## src/rtl/wbm_patch_master_pkg.sv

```systemverilog
// Shared address-map definitions for the patch bus: region bases, the offset
// mask, the region enum and the beat address helper. The slave controller
// imports the same package, so both sides agree on the map.
package wbm_patch_master_pkg;

    localparam logic [31:0] WBS_BASE_MODE  = 32'h3000_0000; // MODE and DEBUG share
    localparam logic [31:0] WBS_BASE_QUERY = 32'h3100_0000;
    localparam logic [31:0] WBS_BASE_LEAF  = 32'h3200_0000;
    localparam logic [31:0] WBS_BASE_BEST  = 32'h3300_0000;
    localparam logic [31:0] WBS_BASE_NODE  = 32'h3400_0000;
    localparam logic [31:0] WBS_ADDR_MASK  = 32'h00FF_FFFF;

    typedef enum logic [2:0] {
        RGN_MODE  = 3'd0,
        RGN_DEBUG = 3'd1,
        RGN_QUERY = 3'd2,
        RGN_LEAF  = 3'd3,
        RGN_BEST  = 3'd4,
        RGN_NODE  = 3'd5
    } wb_region_t;

    typedef enum logic [1:0] {
        ST_IDLE,
        ST_REQ,
        ST_GAP,
        ST_RESP
    } wbm_state_t;

    function automatic logic [31:0] region_base(input wb_region_t r);
        logic [31:0] b;
        case (r)
            RGN_QUERY: b = WBS_BASE_QUERY;
            RGN_LEAF:  b = WBS_BASE_LEAF;
            RGN_BEST:  b = WBS_BASE_BEST;
            RGN_NODE:  b = WBS_BASE_NODE;
            default:   b = WBS_BASE_MODE; // MODE, DEBUG and unused codes
        endcase
        return b;
    endfunction

    // Wide accesses use {index,beat} so a word pair sits at even/odd
    // addresses; offset bits above [23:0] are silently dropped.
    function automatic logic [31:0] beat_addr(input wb_region_t r, input logic [31:0] idx,
                                              input logic wide, input logic beat);
        logic [31:0] off;
        off = wide ? {idx[30:0], beat} : idx;
        return region_base(r) | (off & WBS_ADDR_MASK);
    endfunction

endpackage

```

## src/rtl/wbm_patch_master_if.sv

```systemverilog
// Command / response stream plus Wishbone classic master bus of the patch
// loader. modport master is the initiator (wbm_patch_master); modport slave
// is the command source and bus target side.
//  cmd_*  : command in (valid/ready), we, region, wide, index, 64-bit wdata
//  rsp_*  : response out (valid/ready), 64-bit rdata, err (ack timeout)
//  wbm_*  : Wishbone classic cyc/stb/we/sel/adr/dat_o out, dat_i/ack in
interface wbm_patch_master_if #(
    parameter int IDX_W = 16
);
    import wbm_patch_master_pkg::*;

    logic             cmd_valid;
    logic             cmd_ready;
    logic             cmd_we;
    wb_region_t       cmd_region;
    logic             cmd_wide;
    logic [IDX_W-1:0] cmd_index;
    logic [63:0]      cmd_wdata;

    logic             rsp_valid;
    logic             rsp_ready;
    logic [63:0]      rsp_rdata;
    logic             rsp_err;

    logic             wbm_cyc_o;
    logic             wbm_stb_o;
    logic             wbm_we_o;
    logic [3:0]       wbm_sel_o;
    logic [31:0]      wbm_adr_o;
    logic [31:0]      wbm_dat_o;
    logic [31:0]      wbm_dat_i;
    logic             wbm_ack_i;

    modport master (
        input  cmd_valid, cmd_we, cmd_region, cmd_wide, cmd_index, cmd_wdata,
        output cmd_ready,
        output rsp_valid, rsp_rdata, rsp_err,
        input  rsp_ready,
        output wbm_cyc_o, wbm_stb_o, wbm_we_o, wbm_sel_o, wbm_adr_o, wbm_dat_o,
        input  wbm_dat_i, wbm_ack_i
    );

    modport slave (
        output cmd_valid, cmd_we, cmd_region, cmd_wide, cmd_index, cmd_wdata,
        input  cmd_ready,
        input  rsp_valid, rsp_rdata, rsp_err,
        output rsp_ready,
        input  wbm_cyc_o, wbm_stb_o, wbm_we_o, wbm_sel_o, wbm_adr_o, wbm_dat_o,
        output wbm_dat_i, wbm_ack_i
    );

endinterface

```

## src/rtl/wbm_patch_master.sv

```systemverilog
// Wishbone classic single-transfer initiator for the accelerator slave map.
// Each accepted command becomes one 32-bit beat (narrow) or two beats,
// lower word at the even address then upper word at the odd address, with
// one mandatory idle cycle between them. One response per command.
//  wb_clk_i : clock
//  wb_rst_i : synchronous active-high reset
//  bus      : wbm_patch_master_if.master (command, response, Wishbone)
// Parameters: IDX_W (index width), TIMEOUT_CYCLES (ack wait limit, >=2).
module wbm_patch_master
    import wbm_patch_master_pkg::*;
#(
    parameter int IDX_W          = 16,
    parameter int TIMEOUT_CYCLES = 255
) (
    input  logic               wb_clk_i,
    input  logic               wb_rst_i,
    wbm_patch_master_if.master bus
);

    localparam int CNT_W = $clog2(TIMEOUT_CYCLES + 1);

    wbm_state_t       state_q, state_d;
    logic             beat_q, beat_d;
    logic [CNT_W-1:0] cnt_q, cnt_d;
    logic             wide_q, wide_d;
    wb_region_t       region_q, region_d;
    logic [IDX_W-1:0] idx_q, idx_d;
    logic [31:0]      hi_q, hi_d;        // upper write word, sent on beat1
    logic             ready_q, ready_d;
    logic             cyc_q, cyc_d;
    logic             we_q, we_d;
    logic [3:0]       sel_q, sel_d;
    logic [31:0]      adr_q, adr_d;
    logic [31:0]      dat_q, dat_d;
    logic             rsp_valid_q, rsp_valid_d;
    logic [63:0]      rdata_q, rdata_d;
    logic             err_q, err_d;

    always_comb begin
        state_d     = state_q;
        beat_d      = beat_q;
        cnt_d       = cnt_q;
        wide_d      = wide_q;
        region_d    = region_q;
        idx_d       = idx_q;
        hi_d        = hi_q;
        cyc_d       = cyc_q;
        we_d        = we_q;
        adr_d       = adr_q;
        dat_d       = dat_q;
        rsp_valid_d = rsp_valid_q;
        rdata_d     = rdata_q;
        err_d       = err_q;
        case (state_q)
            ST_IDLE: begin
                if (bus.cmd_valid && ready_q) begin
                    wide_d   = bus.cmd_wide;
                    region_d = bus.cmd_region;
                    idx_d    = bus.cmd_index;
                    hi_d     = bus.cmd_wdata[63:32];
                    we_d     = bus.cmd_we;
                    beat_d   = 1'b0;
                    cnt_d    = '0;
                    rdata_d  = '0;
                    err_d    = 1'b0;
                    cyc_d    = 1'b1;
                    adr_d    = beat_addr(bus.cmd_region, 32'(bus.cmd_index), bus.cmd_wide, 1'b0);
                    dat_d    = bus.cmd_we ? bus.cmd_wdata[31:0] : 32'h0;
                    state_d  = ST_REQ;
                end
            end
            ST_REQ: begin
                // ack is checked first so an ack on the final allowed cycle
                // still completes the beat without an error
                if (bus.wbm_ack_i) begin
                    cyc_d = 1'b0;
                    if (!we_q) begin
                        if (beat_q) rdata_d[63:32] = bus.wbm_dat_i;
                        else        rdata_d[31:0]  = bus.wbm_dat_i;
                    end
                    if (wide_q && !beat_q) begin
                        beat_d  = 1'b1;
                        state_d = ST_GAP;
                    end else begin
                        rsp_valid_d = 1'b1;
                        state_d     = ST_RESP;
                    end
                end else if (cnt_q == CNT_W'(TIMEOUT_CYCLES - 1)) begin
                    cyc_d       = 1'b0;
                    err_d       = 1'b1;
                    rsp_valid_d = 1'b1;
                    state_d     = ST_RESP;
                end else begin
                    cnt_d = cnt_q + CNT_W'(1);
                end
            end
            ST_GAP: begin
                // the slave needs this idle cycle before the odd-address beat
                cyc_d   = 1'b1;
                cnt_d   = '0;
                adr_d   = beat_addr(region_q, 32'(idx_q), wide_q, 1'b1);
                dat_d   = we_q ? hi_q : 32'h0;
                state_d = ST_REQ;
            end
            ST_RESP: begin
                if (bus.rsp_ready) begin
                    rsp_valid_d = 1'b0;
                    state_d     = ST_IDLE;
                end
            end
            default: state_d = ST_IDLE;
        endcase
        ready_d = (state_d == ST_IDLE) && !rsp_valid_d;
        sel_d   = cyc_d ? 4'hF : 4'h0;
    end

    always_ff @(posedge wb_clk_i) begin
        if (wb_rst_i) begin
            state_q     <= ST_IDLE;
            beat_q      <= 1'b0;
            cnt_q       <= '0;
            wide_q      <= 1'b0;
            region_q    <= RGN_MODE;
            idx_q       <= '0;
            hi_q        <= '0;
            ready_q     <= 1'b1;
            cyc_q       <= 1'b0;
            we_q        <= 1'b0;
            sel_q       <= 4'h0;
            adr_q       <= '0;
            dat_q       <= '0;
            rsp_valid_q <= 1'b0;
            rdata_q     <= '0;
            err_q       <= 1'b0;
        end else begin
            state_q     <= state_d;
            beat_q      <= beat_d;
            cnt_q       <= cnt_d;
            wide_q      <= wide_d;
            region_q    <= region_d;
            idx_q       <= idx_d;
            hi_q        <= hi_d;
            ready_q     <= ready_d;
            cyc_q       <= cyc_d;
            we_q        <= we_d;
            sel_q       <= sel_d;
            adr_q       <= adr_d;
            dat_q       <= dat_d;
            rsp_valid_q <= rsp_valid_d;
            rdata_q     <= rdata_d;
            err_q       <= err_d;
        end
    end

    assign bus.cmd_ready = ready_q;
    assign bus.rsp_valid = rsp_valid_q;
    assign bus.rsp_rdata = rdata_q;
    assign bus.rsp_err   = err_q;
    assign bus.wbm_cyc_o = cyc_q;
    assign bus.wbm_stb_o = cyc_q;
    assign bus.wbm_we_o  = we_q;
    assign bus.wbm_sel_o = sel_q;
    assign bus.wbm_adr_o = adr_q;
    assign bus.wbm_dat_o = dat_q;

endmodule

```

## src/flat_wrapper.sv

```systemverilog
// flat-port wrapper written by rule: the top's interface ports become plain ports
module wbm_patch_master_flat import wbm_patch_master_pkg::*;
#(
    parameter int IDX_W          = 16,
    parameter int TIMEOUT_CYCLES = 255
)
  (wb_clk_i, wb_rst_i, bus_cmd_valid, bus_cmd_we, bus_cmd_region, bus_cmd_wide, bus_cmd_index, bus_cmd_wdata, bus_cmd_ready, bus_rsp_valid, bus_rsp_rdata, bus_rsp_err, bus_rsp_ready, bus_wbm_cyc_o, bus_wbm_stb_o, bus_wbm_we_o, bus_wbm_sel_o, bus_wbm_adr_o, bus_wbm_dat_o, bus_wbm_dat_i, bus_wbm_ack_i);
  wbm_patch_master_if #(.IDX_W(IDX_W)) bus_i ();
  input  logic wb_clk_i;
  input  logic wb_rst_i;
  input wire logic [$bits(bus_i.cmd_valid)-1:0] bus_cmd_valid;
  input wire logic [$bits(bus_i.cmd_we)-1:0] bus_cmd_we;
  input wire logic [$bits(bus_i.cmd_region)-1:0] bus_cmd_region;
  input wire logic [$bits(bus_i.cmd_wide)-1:0] bus_cmd_wide;
  input wire logic [$bits(bus_i.cmd_index)-1:0] bus_cmd_index;
  input wire logic [$bits(bus_i.cmd_wdata)-1:0] bus_cmd_wdata;
  output wire logic [$bits(bus_i.cmd_ready)-1:0] bus_cmd_ready;
  output wire logic [$bits(bus_i.rsp_valid)-1:0] bus_rsp_valid;
  output wire logic [$bits(bus_i.rsp_rdata)-1:0] bus_rsp_rdata;
  output wire logic [$bits(bus_i.rsp_err)-1:0] bus_rsp_err;
  input wire logic [$bits(bus_i.rsp_ready)-1:0] bus_rsp_ready;
  output wire logic [$bits(bus_i.wbm_cyc_o)-1:0] bus_wbm_cyc_o;
  output wire logic [$bits(bus_i.wbm_stb_o)-1:0] bus_wbm_stb_o;
  output wire logic [$bits(bus_i.wbm_we_o)-1:0] bus_wbm_we_o;
  output wire logic [$bits(bus_i.wbm_sel_o)-1:0] bus_wbm_sel_o;
  output wire logic [$bits(bus_i.wbm_adr_o)-1:0] bus_wbm_adr_o;
  output wire logic [$bits(bus_i.wbm_dat_o)-1:0] bus_wbm_dat_o;
  input wire logic [$bits(bus_i.wbm_dat_i)-1:0] bus_wbm_dat_i;
  input wire logic [$bits(bus_i.wbm_ack_i)-1:0] bus_wbm_ack_i;
  assign bus_i.cmd_valid = bus_cmd_valid;
  assign bus_i.cmd_we = bus_cmd_we;
  assign bus_i.cmd_region = bus_cmd_region;
  assign bus_i.cmd_wide = bus_cmd_wide;
  assign bus_i.cmd_index = bus_cmd_index;
  assign bus_i.cmd_wdata = bus_cmd_wdata;
  assign bus_cmd_ready = bus_i.cmd_ready;
  assign bus_rsp_valid = bus_i.rsp_valid;
  assign bus_rsp_rdata = bus_i.rsp_rdata;
  assign bus_rsp_err = bus_i.rsp_err;
  assign bus_i.rsp_ready = bus_rsp_ready;
  assign bus_wbm_cyc_o = bus_i.wbm_cyc_o;
  assign bus_wbm_stb_o = bus_i.wbm_stb_o;
  assign bus_wbm_we_o = bus_i.wbm_we_o;
  assign bus_wbm_sel_o = bus_i.wbm_sel_o;
  assign bus_wbm_adr_o = bus_i.wbm_adr_o;
  assign bus_wbm_dat_o = bus_i.wbm_dat_o;
  assign bus_i.wbm_dat_i = bus_wbm_dat_i;
  assign bus_i.wbm_ack_i = bus_wbm_ack_i;
  wbm_patch_master #(.IDX_W(IDX_W), .TIMEOUT_CYCLES(TIMEOUT_CYCLES)) u_core (.wb_clk_i(wb_clk_i), .wb_rst_i(wb_rst_i), .bus(bus_i));
endmodule
```

## config.mk

```make
export PLATFORM = sky130hd
export DESIGN_NAME = wbm_patch_master_flat
export DESIGN_NICKNAME = d
export VERILOG_FILES = /design/src/rtl/wbm_patch_master_pkg.sv /design/src/rtl/wbm_patch_master_if.sv /design/src/rtl/wbm_patch_master.sv /design/src/flat_wrapper.sv
export SDC_FILE = /design/constraint.sdc
export NUM_CORES = 1
export LEC_CHECK = 0
export BUFFER_PORTS_ARGS = -buffer_cell sky130_fd_sc_hd__clkbuf_2
export CAP_MARGIN = 30
export CORE_ASPECT_RATIO = 1.1
export CORE_UTILIZATION = 40
export DETAILED_ROUTE_END_ITERATION = 16
export PLACE_DENSITY = 0.69
export SLEW_MARGIN = 40
export SYNTH_ARGS = -nofsm -noshare
export SYNTH_HDL_FRONTEND = slang
export SYNTH_SLANG_ARGS = --single-unit
```

## constraint.sdc

```tcl
create_clock -name wb_clk_i -period 3.5 [get_ports wb_clk_i]
set_clock_uncertainty 0.1 [all_clocks]
set_input_delay 0.175 -clock wb_clk_i [delete_from_list [all_inputs] [get_ports wb_clk_i]]
set_output_delay 0.175 -clock wb_clk_i [all_outputs]
set_load 0.02 [all_outputs]
```

; Word level (Yosys, flattened, before mapping)
; Cells that the tools add are included.
[classes]
n_eq_ne = 21
n_bitwise = 2
addsub = 1
mux = 46
n_reduce_logical = 17
[ops]
columns = op, count
row1 = 32-bit 2-to-1 mux, 9
row2 = 27-bit case mux with 4 select lines, 2
row3 = 64-bit 2-to-1 mux, 3
row4 = 32-bit case mux with 2 select lines, 2
row5 = 64-bit case mux with 2 select lines, 1
row6 = 32-bit by 24-bit OR with 32-bit output, 2
row7 = 17-bit 2-to-1 mux, 2
row8 = 8-bit 2-to-1 mux, 3
row9 = 8-bit case mux with 3 select lines, 1
row10 = 1-bit 2-to-1 mux, 13
row11 = 3-bit by 2-bit == test with 1-bit output (second input constant), 4
row12 = 3-bit == test (second input constant), 4
row13 = 4-bit AND reduction, 3
row14 = 2-bit != test (second input constant), 5
row15 = 5-bit AND reduction, 2
row16 = 8-bit by 1-bit adder with 8-bit output (second input constant), 1
row17 = 8-bit == test (second input constant), 1
row18 = 2-bit 2-to-1 mux, 4
row19 = 2-bit by 1-bit != test with 1-bit output (second input constant), 4
row20 = 2-bit case mux with 4 select lines, 1
row21 = 1-bit case mux with 2 select lines, 3
row22 = 2-bit == test (second input constant), 2
row23 = 2-bit zero test, 2
row24 = 4-bit 2-to-1 mux, 1
row25 = 7 further kinds, 12
[word_totals]
elab_cells = 104
in_bits = 122
reg_bits = 200

; Depth between registers and ports, before layout
; Gate-level depths: netlist of the first run.
[logic_depth]
word_depth = 7
depth_mapped = 7
mapped_depth_nobuf = 6

; Worst setup path before layout of the first run
; OpenSTA, ideal clock, no wires.
[synth_timing]
path_kind = reg2reg
startpoint = reg u_core.we_q, in the netlist u_core.bus.wbm_we_o
endpoint = reg u_core.rdata_q[50], in the netlist u_core.bus.rsp_rdata[50]
n_path_buf = 2
setup_slack_ns = 1.937
t_arrival_ns = 1.398
required_time_ns = 3.335
stages_incl_launch_ff = 7
path_cell_list = dfxtp_1 -> and4b_1 -> buf_2 -> o21bai_1 -> buf_2 -> a32oi_1 -> nor2_1
[synth_between]
elab_chain_cells = 2
[synth_lines]
columns = item, line
row1 = from (decl), wbm_patch_master.sv:31  ; logic we_q, we_d;
row2 = from (signal assigned), wbm_patch_master.sv:145  ; we_q <= we_d;
row3 = 2-bit != test (no source line), --
row4 = 5-bit AND reduction (no source line), --
row5 = to (signal assigned), wbm_patch_master.sv:150  ; rdata_q <= rdata_d;
row6 = to (decl), wbm_patch_master.sv:36  ; logic [63:0] rdata_q, rdata_d;
; No other way between the ends.
; A chain may end at the register's enable or synchronous reset.

; Worst setup path in the final report of the first run
[layout_timing]
startpoint = reg u_core.state_q[0]
endpoint = reg u_core.hi_q[15]
[layout_between]
elab_chain_cells = 2
[layout_lines]
columns = item, line
row1 = from (decl), wbm_patch_master.sv:22  ; wbm_state_t state_q, state_d;
row2 = from (signal assigned), wbm_patch_master.sv:136  ; state_q <= state_d;
row3 = 2-bit zero test, wbm_patch_master.sv:54  ; case (state_q)
row4 = 2-bit AND reduction (no source line), --
row5 = to (signal assigned), wbm_patch_master.sv:142  ; hi_q <= hi_d;
row6 = to (decl), wbm_patch_master.sv:28  ; logic [31:0] hi_q, hi_d;
; No other way between the ends.

==> results.toml, run 1 <==
[run_status]
outcome = "finished clean"

[placed_design]
gp_congestion = 0.826
dp_cells = 1290
io_buffer_count = 249
dpl.hpwl_um = 13900

[clock_network]
cts_buffers = 17
clock-sinks = 185
cts_buffer_depth = 2
clk_latency_ps = 420
clockRootBuffer = "clkbuf_16"
clk_pin_slew_worst_paths_ps = 70
cts_tree = "yes"
htreeDepth = 4

[power]
ir_drop_mv = 0.327
p_sw_uw = 1550
power_uw = 5330
cellLeakagePower_uw = 0.00434
swShare_pct = 29.0
pwr_density_cell_nw_per_um2 = 502
p_int_uw = 3780
pwr-share-seq_pct = 44.1
pwr-share-clk_pct = 36.3
comb_power_share_pct = 19.6

[worst_setup_path]
crit_chain = "and3b_1, and2b_2, buf_4, nand2_1, a21oi_1"
crit_start = "u_core.state_q[0]"
critPathLaunchType = "register"
r2r_start = "u_core.state_q[0]"
critPathRequiredTime_ps = 3740
crit_type = "register to register"
rrSetupSlack_ps = 1230
r2r_end = "u_core.hi_q[15]"
worst_ep_arrival_time_ps = 2510
r2r_cells = 5
cpPeakStageDelay_ps = 670
end_kind = "register"
cp_slowest_cell = "and2b_2"
critPathMaxFanout = 33

[cells_and_area]
drive_gt1_share_pct = 27.1
final_cells = 1437
diodes = 0
areaGrowthSynthToFinish_pct = 40.4
post-route-util_pct = 57.4
layout.nets = 1307

[timing]
finalHoldViolations = 0
fmax_mhz = 441
period_needed_ps = 2270
tightest_slew_ps = 742
rsz0062_at_grt = "no"
period_share_pct = 64.8
worst_hold_slack_ps = 76.4
slew_violations = 0
setup_viol = 0
finalSetupTns_ps = 0
slew-limit-headroom_pct = 50.5

[global_routing]
grt_antenna_before_repair = 0
grt_pass1_vias = 7291
grt_usage_pct = 22.9
grt_pass1_wl_um = 36200
overflow = 0
grt_max_degree = 110

[synth]
ys_seq_elements = 185
synth_area_um2 = 7560
synth-warning-count = 0
synthCells = 869
syn_area_per_cell_um2 = 8.70
synth_seq_area_share_pct = 49.0
ys_types = 48

[route]
avgRoutedWirePerCell_um = 15.7
vias = 7590
drc = 0
viasPerCell = 5.28
routed_wl_um = 22500
detail-route-antenna-nets = 0
drtIter0Drc = 494
dr.pass1.iters = 5

[min_path]
min_path_cells = 2
min-delay-start = "bus_wbm_ack_i"
hold_class = "primary input to register"
min_to = "u_core.state_q[0]"

[die]
dieArea_um2 = 19400
coreArea_um2 = 18500
initial_core_util_pct = 40.9
die_y_um = 146
rows = 52
die_x_um = 133
io_pins = 260

[run]
cap_viol_max_count = 0
==> area by class of cell <==
type / count / area, µm²
clock buffers: 21 / 480
clock inverters: 9 / 115
fillers: 1664 / 7870
inverters: 4 / 15.0
multi-input cells: 592 / 3430
flip-flops and latches: 185 / 3700
well taps: 243 / 304
repair buffers: 383 / 2550
==> metal layers <==
metal	vias up	part of all wire (%)	track usage [%]
li1	3733	-	-
met5	-	0	0
met3	52	4.6	3.47
met4	0	2.8	9.89
met1	3541	43	27.7
met2	264	50	40.2
==> kinds of logic after synthesis <==
logic type	Yosys count	synth area share (%)
simple gates	327	18.3
compound gates	218	20.7
flops	185	49.0
buf+inv	101	6.69
mux	33	4.62
fa+ha+maj	2	0.331
xor+xnor	2	0.232
other cells	1	0.0496
==> synthesized netlist by cell type (all sizes together) <==
cell,n,area [µm²]
a31oi,3,18.8
or4,1,7.51
a311oi,2,17.5
o22ai,2,12.5
xnor2,2,17.5
nand2,149,559
a211oi,4,30.0
and2,1,6.26
o211ai,16,120
clkbuf,34,129
nor4bb,1,10.0
nor2,106,400
mux2i,18,180
nand3,9,45.0
nand4,2,12.5
and3b,2,17.5
a21oi,78,390
a2111o,2,22.5
o21ai,5,28.8
o21bai,2,15.0
and2b,1,7.51
o31ai,1,7.51
dfxtp,185,3700
nand2b,7,43.8
and4,1,8.76
buf,63,362
nand3b,2,15.0
o32a,1,10.0
ha,2,25.0
a2111oi,1,10.0
nor3b,1,18.8
mux2,15,169
and4b,1,10.0
inv,4,15.0
nor3,37,185
conb,1,3.75
a21o,2,15.0
a32oi,65,569
a222oi,1,10.0
o2111ai,1,8.76
nor2b,4,25.0
a221oi,32,280
and3,2,12.5
==> layout by cell type (no fill, tap or decap), types with 3 or more instances in the layout <==
cell type      instances
clkbuf_2             248
dfxtp_1              184
nand2_1              148
dlygate4sd3_1        117
nor2_1               105
a21oi_1               78
a32oi_1               65
nor3_1                37
a221oi_1              32
mux2i_1               18
clkbuf_16             17
buf_4                 17
o211ai_1              16
mux2_2                15
conb_1                10
nand3_1                9
nand2b_1               6
clkbuf_8               5
inv_1                  4
a211oi_1               4
o21ai_0                4
a31oi_1                3
==> sequential cells by signal, summed over array words and instances (netlist names), named ones only <==
register              flops
u_core.beat_q             1
u_core.bus.cmd_ready      1
u_core.bus.rsp_err        1
u_core.bus.rsp_rdata     64
u_core.bus.rsp_valid      1
u_core.bus.wbm_adr_o     21
u_core.bus.wbm_dat_o     32
u_core.bus.wbm_we_o       1
u_core.cnt_q              8
u_core.hi_q              32
u_core.idx_q             16
u_core.region_q           3
u_core.state_q            2
u_core.wide_q             1
==> power groups by stage <==
stage | sequential, µW | combinational, µW | clock [µW]
after floorplan | 2480 | 547 | 0
after global placement | 2390 | 922 | 0
after detailed placement | 2400 | 931 | 0
after CTS | 2350 | 1040 | 1980
after global routing | 2370 | 1140 | 2040
final | 2350 | 1040 | 1930
==> critical path, delay by kind of cell (launching register included) <==
family	cells	cell delay [ps]
AOI/OAI and AO/OA	1	150
buffers and inverters	1	320
DFF	1	430
and+or+nand+nor	3	1150
==> metrics by stage <==
stage / setup slack, ps / area (µm²)
final: 1230 / 10600
after global routing: 1030 / 10600
after CTS: 1220 / 10600
after detailed placement: 1230 / 8840
after global placement: 1200 / 8830
after floorplan: 1940 / 7590
==> timing repair <==
item	4_1_cts	5_1_grt
resized for setup	0	0
hold buffers	117	0
buffers inserted	0	0
hold endpoints to repair	150	0
==> worst max path at each step <==
stage	end	slack (ps)	cells after the start
after detailed placement	u_core.hi_q[15]	1230	5
after global placement	u_core.bus.rsp_rdata[28]	1200	5
after floorplan	u_core.bus.rsp_rdata[50]	1940	6
final	u_core.hi_q[15]	1230	5
after CTS	u_core.hi_q[15]	1220	5
after global routing	u_core.hi_q[27]	1030	5
Note: power is estimated with default switching activity, not from simulation.
==> run 2: changes to the inputs <==
Settings changed: ABC_AREA from default to 1.
Clock period 3.5 ns to 2.1 ns, I/O delays scaled along.
==> run 2 against run 1 <==
Against the previous run: global-route usage is 0.39 points higher; critical path depth is 3 higher; worst setup slack worse by 1100 ps; area after synthesis is 3.8% higher; non-clock buffer count is 7 higher; total power is 110% higher; routed wire length is 4.7% higher; utilization is 0.37 points lower; die area is 3.8% higher; critical endpoint is now u_core.bus.wbm_adr_o[10]; largest power group unchanged.
==> results.toml, run 2 <==
[synth]
synth_common_cells = "nor2_1 (209), dfxtp_1 (185), o21ai_0 (172), a21oi_1 (109), nand2_1 (82)"
synth_seq_area_share_pct = 47.2
ys_seq_elements = 185
syn_area_per_cell_um2 = 7.50
synth-warning-count = 0
synthCells = 1046
synth_area_um2 = 7850
synth_largest_area_cell = "dfxtp_1"
netlist_top_cells_area = "dfxtp_1 (47%), o21ai_0 (11%), nor2_1 (10%)"
ys.flop_type = "dfxtp_1"
ys_types = 35
synthArstFlopShare_pct = 0
synth_enable_flop_cells = 0
yosysMostFrequentCell = "nor2_1"
synth_top_area_share_pct = 47.2

[cells_and_area]
drive_gt1_share_pct = 23.2
diodes = 0
largest_reg_flops = 64
layout.nets = 1491
final_cell_mix = "clkbuf_2 (249), nor2_1 (209), dfxtp_1 (185)"
areaGrowthSynthToFinish_pct = 39.3
final_common_cell = "clkbuf_2"

[route]
routed_wl_um = 23600
detail-route-antenna-nets = 0
drtIter0Drc = 495
dr.pass1.iters = 5
vias = 8202
drc = 0
avgRoutedWirePerCell_um = 14.5
viasPerCell = 5.04

[power]
pwr-share-clk_pct = 29.3
p_int_uw = 7240
cellLeakagePower_uw = 0.00492
pwr_density_cell_nw_per_um2 = 1030
comb_power_share_pct = 30.6
pwr-share-seq_pct = 40.1
swShare_pct = 35.9
ir_drop_mv = 0.632
p_sw_uw = 4050

[die]
dieArea_um2 = 20200
die_y_um = 149
die_x_um = 136
initial_core_util_pct = 40.9
rows = 53
coreArea_um2 = 19200
io_pins = 260

[clock_network]
cts_buffer_depth = 2
cts_tree = "yes"
clk_latency_ps = 420
clock-sinks = 185
clockRootBuffer = "clkbuf_16"
clk_pin_slew_worst_paths_ps = 70
cts_buffers = 17
htreeDepth = 4

[global_routing]
grt_usage_pct = 23.3
grt_pass1_vias = 7937
grt_antenna_before_repair = 0
grt_max_degree = 97
overflow = 0
grt_pass1_wl_um = 37700

[worst_setup_path]
crit_chain = "buf_4, inv_1, nor2_1, buf_6, a21oi_1, o21ai_0, dlygate4sd3_1, a31oi_1"
critPathRequiredTime_ps = 2290
worst_ep_arrival_time_ps = 2110
cpPeakStageDelay_ps = 560
critPathMaxFanout = 11
crit_type = "register to register"
critPathLaunchType = "register"
end_kind = "register"
cp_slowest_cell = "dlygate4sd3_1"

[timing]
period_share_pct = 91.5
fin_ws_ps = 178
finalSetupTns_ps = 0
rsz0062_at_grt = "no"
setup_viol = 0
slew_violations = 0
fmax_mhz = 520
slew-limit-headroom_pct = 46.7
period_needed_ps = 1920
tightest_slew_ps = 800
finalHoldViolations = 0

[run_status]
outcome = "finished clean"

[placed_design]
gp_congestion = 0.806
dpl.hpwl_um = 14400
io_buffer_count = 249
post-place-ws_ps = 208

[run]
cap_viol_max_count = 0

[min_path]
hold_class = "primary input to register"
[run 2: cell count changes after synthesis, moves of 13 or more]
cell      change
a32oi_1      -33
o21ai_0     +168
a221oi_1     -32
buf_2        -19
a31oi_1      +13
nor3_1       -34
nand2_1      -67
mux2_2       -15
mux2i_1      -18
inv_1        +71
a21oi_1      +31
nor2_1      +104
[run 2: cell families (layout without fill, tap and decap cells)]
group / after synthesis / in the layout / share of synthesized area [%]
DFF: 185 / 185 / 47.2
and+or+nand+nor: 329 / 329 / 17.0
other: 1 / 10 / 0.0478
AOI/OAI and AO/OA: 348 / 348 / 24.4
adders and majority gates: 2 / 2 / 0.319
buffers and inverters: 178 / 503 / 10.7
xor gates and xnor gates: 3 / 3 / 0.335
[run 2: cell type report]
cell class                 count  area (µm²)
inverter                      81         309
multi-input combinational    692        3340
timing repair buffer         390        2670
fill                        1747        8230
sequential                   185        3700
tap                          247         309
clock inverter                13         165
clock buffer                  19         433
[run 2: worst paths after layout]
path,slack (ps),startpoint,endpoint,cells after the start
max,180,u_core.state_q[1],u_core.bus.wbm_adr_o[10],8
max reg2reg,180,u_core.state_q[1],u_core.bus.wbm_adr_o[10],8
min,100,wb_rst_i,u_core.state_q[0],3
min reg2reg,370,u_core.bus.rsp_rdata[1],u_core.bus.rsp_rdata[1],2
[run 2: routing by layer]
metal,global-route usage (%),wire (µm),vias up
li1,-,-,4103
met1,27.7,10100,3755
met2,40.4,11300,310
met3,5.06,1600,34
met4,9.38,473,0
met5,0,0,-
[run 2: timing repair]
item / in CTS / in global routing
setup buffers: 0 / 0
setup endpoints to repair: 0 / 1
gates resized for setup: 0 / 1
hold endpoints to repair: 168 / 0
hold buffers: 119 / 0
[run 2: through the flow]
step / std cells / instance area [µm²] / utilization (%) / hold slack, ps / total power (µW)
floorplan: 1055 / 7880 / - / 144 / 6830
global placement: 1476 / 9130 / 47.7 / 254 / 7780
detailed placement: 1476 / 9140 / 47.7 / 262 / 7840
CTS: 1627 / 10900 / 57.0 / 79.8 / 11300
global route: 1627 / 10900 / 57.0 / 108 / 11900
finish: 1627 / 10900 / 57.0 / 96.5 / 11300
[run 2: worst max-delay path: cells and delay by family (launching register included)]
kind	cells	cell delay [ps]
buffers and inverters	4	1000
AO/OA/AOI/OAI	3	220
flip-flops	1	340
AND/OR/NAND/NOR	1	130
[run 2: power by group through the flow]
stage	combinational [µW]	sequential, µW	clock, µW
global route	3830	4600	3510
global placement	3220	4570	0
floorplan	1750	5080	0
CTS	3450	4510	3380
finish	3450	4520	3310
detailed placement	3260	4580	0
